### config.mk
export PLATFORM = sky130hd
export DESIGN_NAME = pstprc_iq_collector
export DESIGN_NICKNAME = d
export VERILOG_FILES = /design/src/rtl/pstprc_iq_collector.sv
export SDC_FILE = /design/constraint.sdc
export NUM_CORES = 1
export LEC_CHECK = 0
export BUFFER_PORTS_ARGS = -buffer_cell sky130_fd_sc_hd__buf_2
export CORE_ASPECT_RATIO = 1.2
export CORE_MARGIN = 1.5
export CORE_UTILIZATION = 35
export CTS_CLUSTER_SIZE = 25
export DETAILED_ROUTE_END_ITERATION = 12
export PLACE_DENSITY = 0.63
export REMOVE_ABC_BUFFERS = 1
export SLEW_MARGIN = 20
export SYNTH_ARGS = -nofsm -noshare
export SYNTH_HDL_FRONTEND = slang
export SYNTH_SLANG_ARGS = --single-unit
### constraint.sdc
create_clock -name clk -period 6.7 [get_ports clk]
set_input_delay 0.335 -clock clk [delete_from_list [all_inputs] [get_ports clk]]
set_output_delay 0.335 -clock clk [all_outputs]
set_load 0.01 [all_outputs]
### src/rtl/pstprc_iq_collector.sv
// Collects 64-bit I/Q demod results per trigger into a small buffer and
// replays them upstream as a header word followed by interleaved I/Q words.
module pstprc_iq_collector #(
    parameter int          C_DEPTH   = 16,
    parameter logic [15:0] C_HDR_TAG = 16'hA5C3
) (
    input  logic        clk,
    input  logic        rst_n,
    input  logic        posedge_sample_trig,
    input  logic [63:0] pstprc_IQ_seq_i,
    input  logic        pstprc_fifo_wren,
    input  logic        Pstprc_finish,
    output logic [31:0] frame_data,
    output logic        frame_valid,
    input  logic        frame_ready,
    output logic        frame_last,
    output logic [15:0] trig_cnt,
    output logic [15:0] miss_cnt,
    output logic        ovf_flag,
    output logic        busy
);

    localparam int AW = $clog2(C_DEPTH);
    localparam int PW = AW + 1;

    typedef enum logic [2:0] {
        IDLE,
        COLLECT,
        HEADER,
        SEND_I,
        SEND_Q,
        DONE
    } state_t;

    state_t        state_q, state_d;
    logic [PW-1:0] wr_ptr_q, wr_ptr_d;
    logic [PW-1:0] rd_ptr_q, rd_ptr_d;
    logic [PW-1:0] n_res_q, n_res_d;
    logic          fin_pend_q, fin_pend_d;
    logic [15:0]   trig_cnt_q, trig_cnt_d;
    logic [15:0]   miss_cnt_q, miss_cnt_d;
    logic          ovf_q, ovf_d;
    logic [31:0]   fdata_q, fdata_d;
    logic          fvalid_q, fvalid_d;
    logic          flast_q, flast_d;

    logic [63:0]   mem [C_DEPTH];
    logic          mem_we;
    logic [AW-1:0] mem_waddr;
    logic [63:0]   rd_word;
    logic [7:0]    nres8;
    logic          xfer;

    assign xfer    = fvalid_q & frame_ready;
    assign rd_word = mem[rd_ptr_d[AW-1:0]];
    assign nres8   = 8'(n_res_d);

    always_comb begin
        state_d    = state_q;
        wr_ptr_d   = wr_ptr_q;
        rd_ptr_d   = rd_ptr_q;
        n_res_d    = n_res_q;
        fin_pend_d = fin_pend_q;
        trig_cnt_d = trig_cnt_q;
        miss_cnt_d = miss_cnt_q;
        ovf_d      = ovf_q;
        mem_we     = 1'b0;
        mem_waddr  = wr_ptr_q[AW-1:0];

        if (posedge_sample_trig && state_q != IDLE && miss_cnt_q != 16'hFFFF) begin
            miss_cnt_d = miss_cnt_q + 16'd1;
        end

        case (state_q)
            IDLE: begin
                if (posedge_sample_trig) begin
                    state_d    = COLLECT;
                    wr_ptr_d   = '0;
                    fin_pend_d = 1'b0;
                    trig_cnt_d = trig_cnt_q + 16'd1;
                end
            end
            COLLECT: begin
                // One extra cycle after finish gives the two-cycle header latency.
                if (fin_pend_q) begin
                    state_d    = HEADER;
                    fin_pend_d = 1'b0;
                end else begin
                    if (pstprc_fifo_wren) begin
                        if (wr_ptr_q < PW'(C_DEPTH)) begin
                            mem_we   = 1'b1;
                            wr_ptr_d = wr_ptr_q + PW'(1);
                        end else begin
                            ovf_d = 1'b1;
                        end
                    end
                    if (Pstprc_finish) begin
                        n_res_d    = wr_ptr_d;
                        fin_pend_d = 1'b1;
                    end
                end
            end
            HEADER: begin
                if (xfer) begin
                    if (n_res_q == '0) begin
                        state_d = DONE;
                    end else begin
                        state_d  = SEND_I;
                        rd_ptr_d = '0;
                    end
                end
            end
            SEND_I: begin
                if (xfer) state_d = SEND_Q;
            end
            SEND_Q: begin
                if (xfer) begin
                    if (rd_ptr_q == n_res_q - PW'(1)) begin
                        state_d = DONE;
                    end else begin
                        state_d  = SEND_I;
                        rd_ptr_d = rd_ptr_q + PW'(1);
                    end
                end
            end
            DONE:    state_d = IDLE;
            default: state_d = IDLE;
        endcase
    end

    // Output word is computed from the next state so the port registers line up with state_q.
    always_comb begin
        fvalid_d = (state_d == HEADER) || (state_d == SEND_I) || (state_d == SEND_Q);
        fdata_d  = '0;
        flast_d  = 1'b0;
        case (state_d)
            HEADER: begin
                fdata_d = {C_HDR_TAG, trig_cnt_d[7:0], nres8};
                flast_d = (n_res_d == '0);
            end
            SEND_I:  fdata_d = rd_word[63:32];
            SEND_Q: begin
                fdata_d = rd_word[31:0];
                flast_d = (rd_ptr_d == n_res_d - PW'(1));
            end
            default: begin
                fdata_d = '0;
                flast_d = 1'b0;
            end
        endcase
    end

    always_ff @(posedge clk or negedge rst_n) begin
        if (!rst_n) begin
            state_q    <= IDLE;
            wr_ptr_q   <= '0;
            rd_ptr_q   <= '0;
            n_res_q    <= '0;
            fin_pend_q <= 1'b0;
            trig_cnt_q <= '0;
            miss_cnt_q <= '0;
            ovf_q      <= 1'b0;
            fdata_q    <= '0;
            fvalid_q   <= 1'b0;
            flast_q    <= 1'b0;
        end else begin
            state_q    <= state_d;
            wr_ptr_q   <= wr_ptr_d;
            rd_ptr_q   <= rd_ptr_d;
            n_res_q    <= n_res_d;
            fin_pend_q <= fin_pend_d;
            trig_cnt_q <= trig_cnt_d;
            miss_cnt_q <= miss_cnt_d;
            ovf_q      <= ovf_d;
            fdata_q    <= fdata_d;
            fvalid_q   <= fvalid_d;
            flast_q    <= flast_d;
        end
    end

    always_ff @(posedge clk) begin
        if (mem_we) mem[mem_waddr] <= pstprc_IQ_seq_i;
    end

    assign frame_data  = fdata_q;
    assign frame_valid = fvalid_q;
    assign frame_last  = flast_q;
    assign trig_cnt    = trig_cnt_q;
    assign miss_cnt    = miss_cnt_q;
    assign ovf_flag    = ovf_q;
    assign busy        = (state_q != IDLE);

endmodule

Word level (Yosys, flattened, before mapping)
Memories as Yosys holds them, arrays and structs flattened.
Index checks and enable logic that the tools add are counted.
{ "word_totals": {"in_bits": 70, "register_bits": 86, "ram_bits": 1024, "out_inout_bits": 68, "n_memories": 1} }
{ "op_classes": {"addsub": 6, "reduce_logical": 13, "mux": 35, "order_cmp": 1, "n_eq_ne": 12, "n_bitwise": 3} }
{ "mem_list": {"columns": ["name", "depth", "word_bits", "rd", "rd_ports_with_merged_regs", "wr", "line_no", "source"], "rows": [
  ["mem", 16, 64, 1, 0, 1, "47", "logic [63:0] mem [C_DEPTH];"]
]} }
{ "op_table": {"columns": ["op", "n"], "rows": [
  ["32-bit case mux with 3 select lines", 1],
  ["5-bit two-way mux", 11],
  ["16-bit by 1-bit adder with 16-bit output (second input constant)", 2],
  ["3-bit two-way mux", 7],
  ["5-bit case mux with 2 select lines", 2],
  ["8-bit two-way mux", 2],
  ["16-bit inequality test (second input constant)", 1],
  ["3-bit case mux with 5 select lines", 1],
  ["3-bit by 2-bit == test with 1-bit output (second input constant)", 4],
  ["5-bit by 1-bit adder with 5-bit output (second input constant)", 2],
  ["5-bit == test", 2],
  ["5-bit logical NOT", 2],
  ["5-bit by 1-bit subtractor with 5-bit output (second input constant)", 2],
  ["1-bit two-way mux", 9],
  ["3-bit == test (second input constant)", 2],
  ["5-bit less-than comparator (second input constant)", 1],
  ["2-bit inequality test (second input constant)", 2],
  ["1-bit case mux with 2 select lines", 2],
  ["2-bit AND reduction", 2],
  ["4-bit AND reduction", 1],
  ["3-bit by 1-bit == test with 1-bit output (second input constant)", 1],
  ["3-bit logical NOT", 1],
  ["3-bit AND reduction", 1],
  ["3-bit nonzero test", 1],
  ["other kinds (5)", 8]
]} }

Logic depth before layout (Yosys ltp)
{ "logic_depth": {"word_depth": 9, "mapped_depth": 18} }

Worst setup path before layout
OpenSTA, ideal clock, no wires.
{ "synth_path": {"path_type": "reg-to-reg", "start": "register state_q[0]", "end": "memory mem[3][0] (enable)", "path_buffers": 2, "arrival_time_ns": 6.009, "required_time_ns": 6.135, "slack_ns": 0.126, "stages_incl_launch_ff": 7, "setup_ns": 0.565, "path_cell_list": "dfrtp_1 -> clkbuf_1 -> nor4b_1 -> and2_0 -> clkbuf_1 -> nand2_1 -> nor3_1"} }
{ "synth_via": {"elab_chain_len": 4} }
{ "synth_lines": {"columns": ["element", "line_no", "source"], "rows": [
  ["from (decl)", "35", "state_t state_q, state_d;"],
  ["from (signal assigned)", "167", "state_q <= state_d;"],
  ["3-bit by 1-bit == test with 1-bit output", "74", "case (state_q)"],
  ["1-bit two-way mux", "74", null],
  ["1-bit two-way mux", "182", "if (mem_we) mem[mem_waddr] <= pstprc_IQ_seq_i;"],
  ["1-bit two-way mux (not written as such)", "182", null],
  ["to (decl)", "47", null]
]} }
Every way passes these cells.

Worst setup path in the final report
{ "layout_path": {"start": "register n_res_q[0]", "end": "register fdata_q[12], in the netlist frame_data[12]"} }
{ "layout_via": {"elab_chain_len": 7, "word_cells_on_any_way": 18, "classes_between": "add/sub (1); eq/ne (4); mux (11); reduce/logical (1); memory (1)"} }
{ "layout_lines": {"columns": ["element", "line_no", "source"], "rows": [
  ["from (decl)", "38", "logic [PW-1:0] n_res_q, n_res_d;"],
  ["from (signal assigned)", "170", "n_res_q <= n_res_d;"],
  ["5-bit by 1-bit subtractor with 5-bit output", "118", "if (rd_ptr_q == n_res_q - PW'(1)) begin"],
  ["5-bit == test", "118", null],
  ["5-bit two-way mux or 3-bit two-way mux (tied branches)", "118", null],
  ["5-bit two-way mux or 3-bit two-way mux (tied branches)", "117", "if (xfer) begin"],
  ["5-bit case mux with 2 select lines or 3-bit case mux with 5 select lines (tied branches)", "74", null],
  ["memory read 16 x 64 bit, or another cell as far along", null, null],
  ["32-bit case mux with 3 select lines (*)", "136", "case (state_d)"],
  ["named net fdata_d[12]", "43", "logic [31:0] fdata_q, fdata_d;"],
  ["to (signal assigned)", "175", "fdata_q <= fdata_d;"],
  ["to (decl)", "43", null]
]} }
Mark *: on every way through the listed nets, which the timed path passes. The rest lies on a longest branch.
A chain may end at the register's enable or synchronous reset.

==> key figures <==
Status
  – Status: finished clean

Flow run
  – Max-cap viol count: 0

Worst hold path
  – Hold Path End: mem[12][16]
  – Worst Hold Launch: pstprc_IQ_seq_i[16]
  – Hold depth: 1
  – Min-Delay Path Class: in -> reg

CTS
  – CTS resizes: 0
  – Cts hold-fix bufs: 64
  – CTS Buf Count: 102
  – Root buf cell: clkbuf_16
  – Htree depth: 3
  – Buffer count from post-CTS setup fixing: 0
  – Clock Latency Late Sink: 0.72 ns
  – Clock buffer depth: 3
  – Clock transition at the registers of the reported paths: 0.07 ns
  – Clk sink count: 1110
  – TritonCTS clock tree: yes

Worst setup path
  – Worst setup EP type: flip-flop
  – Worst Path Buf+Inv: 4
  – R2R Path End: frame_data[12]
  – CP Cell Sequence: inv_1 > ha_1 > nor4b_1 > or3b_1 > a211oi_2 > o211a_1 > or2_4 > inv_8 > buf_4 > buf_4 > mux4_2 > a22oi_1 > nand2_1 > or3_1
  – R2R cell count: 14
  – CP max FO: 71
  – Data arrival, critical path: 5.67 ns
  – Critical path type: reg -> reg
  – Setup crit start kind: flip-flop
  – Delay-heaviest family, CP: simple AND/OR/NAND/NOR gates
  – Startpoint of the worst-slack reg-to-reg timing path: n_res_q[0]
  – Internal reg-to-reg setup slack: 1.61 ns
  – Critical path required time: 7.28 ns
  – Crit-path slowest cell: or2_4
  – Max incr delay on CP: 0.76 ns
  – Crit-path most repeated cell: buf_4

Yosys
  – Ys async rst share: 7.75%
  – Post-Syn Area per Cell: 14.6 sq um
  – Post-synth top area cell: edfxtp_1
  – Yosys reg bits: 1110
  – Post-Syn Area: 43700 sq um
  – Post-synthesis sequential area ratio: 75.2%
  – Area share of the largest cell type after synthesis: 70.3%
  – Top-count cell post-synth: edfxtp_1
  – EDFF count, synth: 1024
  – Largest cells by area after synthesis: edfxtp_1 (70%), nand2_1 (5.8%), dfrtp_1 (4.9%), nand3_1 (2.8%), mux4_2 (2.4%)
  – Synth top cells by count: edfxtp_1 (1024), nand2_1 (675), nand3_1 (246)
  – Synth cell types: 67
  – Synth warn: 0
  – Synthesized instance count: 2996
  – Top FF cell, synth: edfxtp_1

GRT
  – Total grt overflow: 0
  – Initial antenna violation count: 12
  – First-pass GRT wire length: 170000 microns
  – All-Layer GR Usage: 17.9%
  – Largest net degree at the start of global routing: 162
  – Vias in the first global route: 26005

Timing
  – Clk_skew: 0.0204 ns
  – Setup TNS: 0 ns
  – Fin. Hold Viols: 0
  – Slew Limit Fails: 0
  – Slew @ Worst Pin: 1.17 ns
  – Unrepaired setup endpoints after global routing: false
  – Final min period: 5.09 ns
  – Tcrit/Tclk final: 76.0%
  – Maximum operating frequency: 196 MHz
  – Setup violations, final: 0
  – Slew margin rel.: 21.6%
  – Worst setup margin: 1.61 ns

Placement
  – IO Port Bufs: 137
  – Routability Congestion: 0.793
  – Dpl ws: 1.61 ns
  – Dpl cell area: 46400 sq um
  – Final HPWL DP: 61300 microns

Drt
  – Routed Antenna Nets: 0
  – Vias: 26383
  – Drt pass-1 iters: 5
  – Drt first-iter violations: 2582
  – Total Wirelength: 115000 microns
  – Final routed DRC violation total: 0
  – Routed len/inst: 23.4 microns
  – Via density: 5.36

Pwr
  – Lkg Pwr: 0.0174 uW
  – Cell Pwr Density: 383 nW/um^2
  – Maximum vdd drop: 0.000281 V
  – Tot Pwr: 19400 uW

Die
  – Die height: 390 microns
  – Initial Util: 35.4%
  – Die width: 326 microns
  – I/O pins: 138
  – Std cell rows: 141
  – Core Area: 123000 sq um
  – Die area: 127000 sq um

Layout
  – Layout Utilization: 41.0%
  – Post-route cell area: 50700 sq um
  – Layout area overhead: 15.9%
  – Share of cells above drive strength 1: 13.6%
  – Fill cells: 11101
  – # nets final: 3263
-- worst max-delay path by stage --
stage	start	endpoint	cells past startpoint
after floorplan	n_res_q[0]	frame_data[17]	11
after global routing	n_res_q[0]	frame_data[12]	14
final	n_res_q[0]	frame_data[12]	14
after global placement	n_res_q[0]	frame_data[12]	14
after detailed placement	n_res_q[0]	frame_data[12]	14
after CTS	n_res_q[0]	frame_data[12]	14
-- final cells by class --
| cell class | count | area, sq um | share of cell area [%] |
|---|---|---|---|
| inverter | 18 | 85.1 | 0.168 |
| clock inverter | 68 | 936 | 1.85 |
| multi-input combinational | 1689 | 10100 | 20.0 |
| tap | 1644 | 2060 | 4.06 |
| timing repair buffer | 262 | 1910 | 3.76 |
| clock buffer | 125 | 2680 | 5.28 |
| antenna | 5 | 12.5 | 0.0247 |
| sequential | 1110 | 32900 | 64.9 |
-- report_power, final --
part | leakage, uW | internal, uW | switching (uW) | total, uW
Sequential | 0.0103 | 7850 | 205 | 8060
Clock | 0.00174 | 3610 | 2610 | 6220
Combinational | 0.00526 | 1710 | 3410 | 5120
-- through the flow --
stage	hold slack, ns	instances
floorplan	0.0394	2817
global placement	0.311	4658
detailed placement	0.312	4658
CTS	0.00600	4915
global route	0.0234	4918
finish	0.0308	4921
-- flip-flops by register name, indices dropped and copies added (netlist names) --
signal,cells
frame_valid,1
trig_cnt,16
wr_ptr_q,5
fin_pend_q,1
ovf_flag,1
miss_cnt,16
n_res_q,5
rd_ptr_q,5
mem,1024
state_q,3
frame_last,1
frame_data,32
-- per-layer routing --
layer	wire length, microns	global-route usage (%)	up-vias
met3	8700	3.39	230
met4	4040	6.86	12
met1	46600	23.4	13327
met5	73	0	-
li1	-	-	11739
met2	55700	29.7	1075
-- kinds of logic after synthesis --
group	Yosys count	share of synthesized area (%)
muxes	101	3.63
and+or+nand+nor	1140	11.6
xor gates and xnor gates	46	0.921
AOI/OAI and AO/OA	392	6.31
DFF	1110	75.2
adders and majority gates	10	0.286
buffers and inverters	197	2.01
-- placed cells by master, fill, tap and decap left out, drive strengths merged, types with 49 or more instances in the layout --
cell type	Yosys	routed
mux2i	53	53
a21oi	68	68
clkbuf	71	125
a211oi	60	60
nor2	49	49
dlygate4sd3	0	64
and3	91	91
nand3	246	246
a31oi	74	74
nand2	675	675
dfrtp	86	86
edfxtp	1024	1024
buf	108	198
Note: power is estimated with default switching activity, not from simulation.
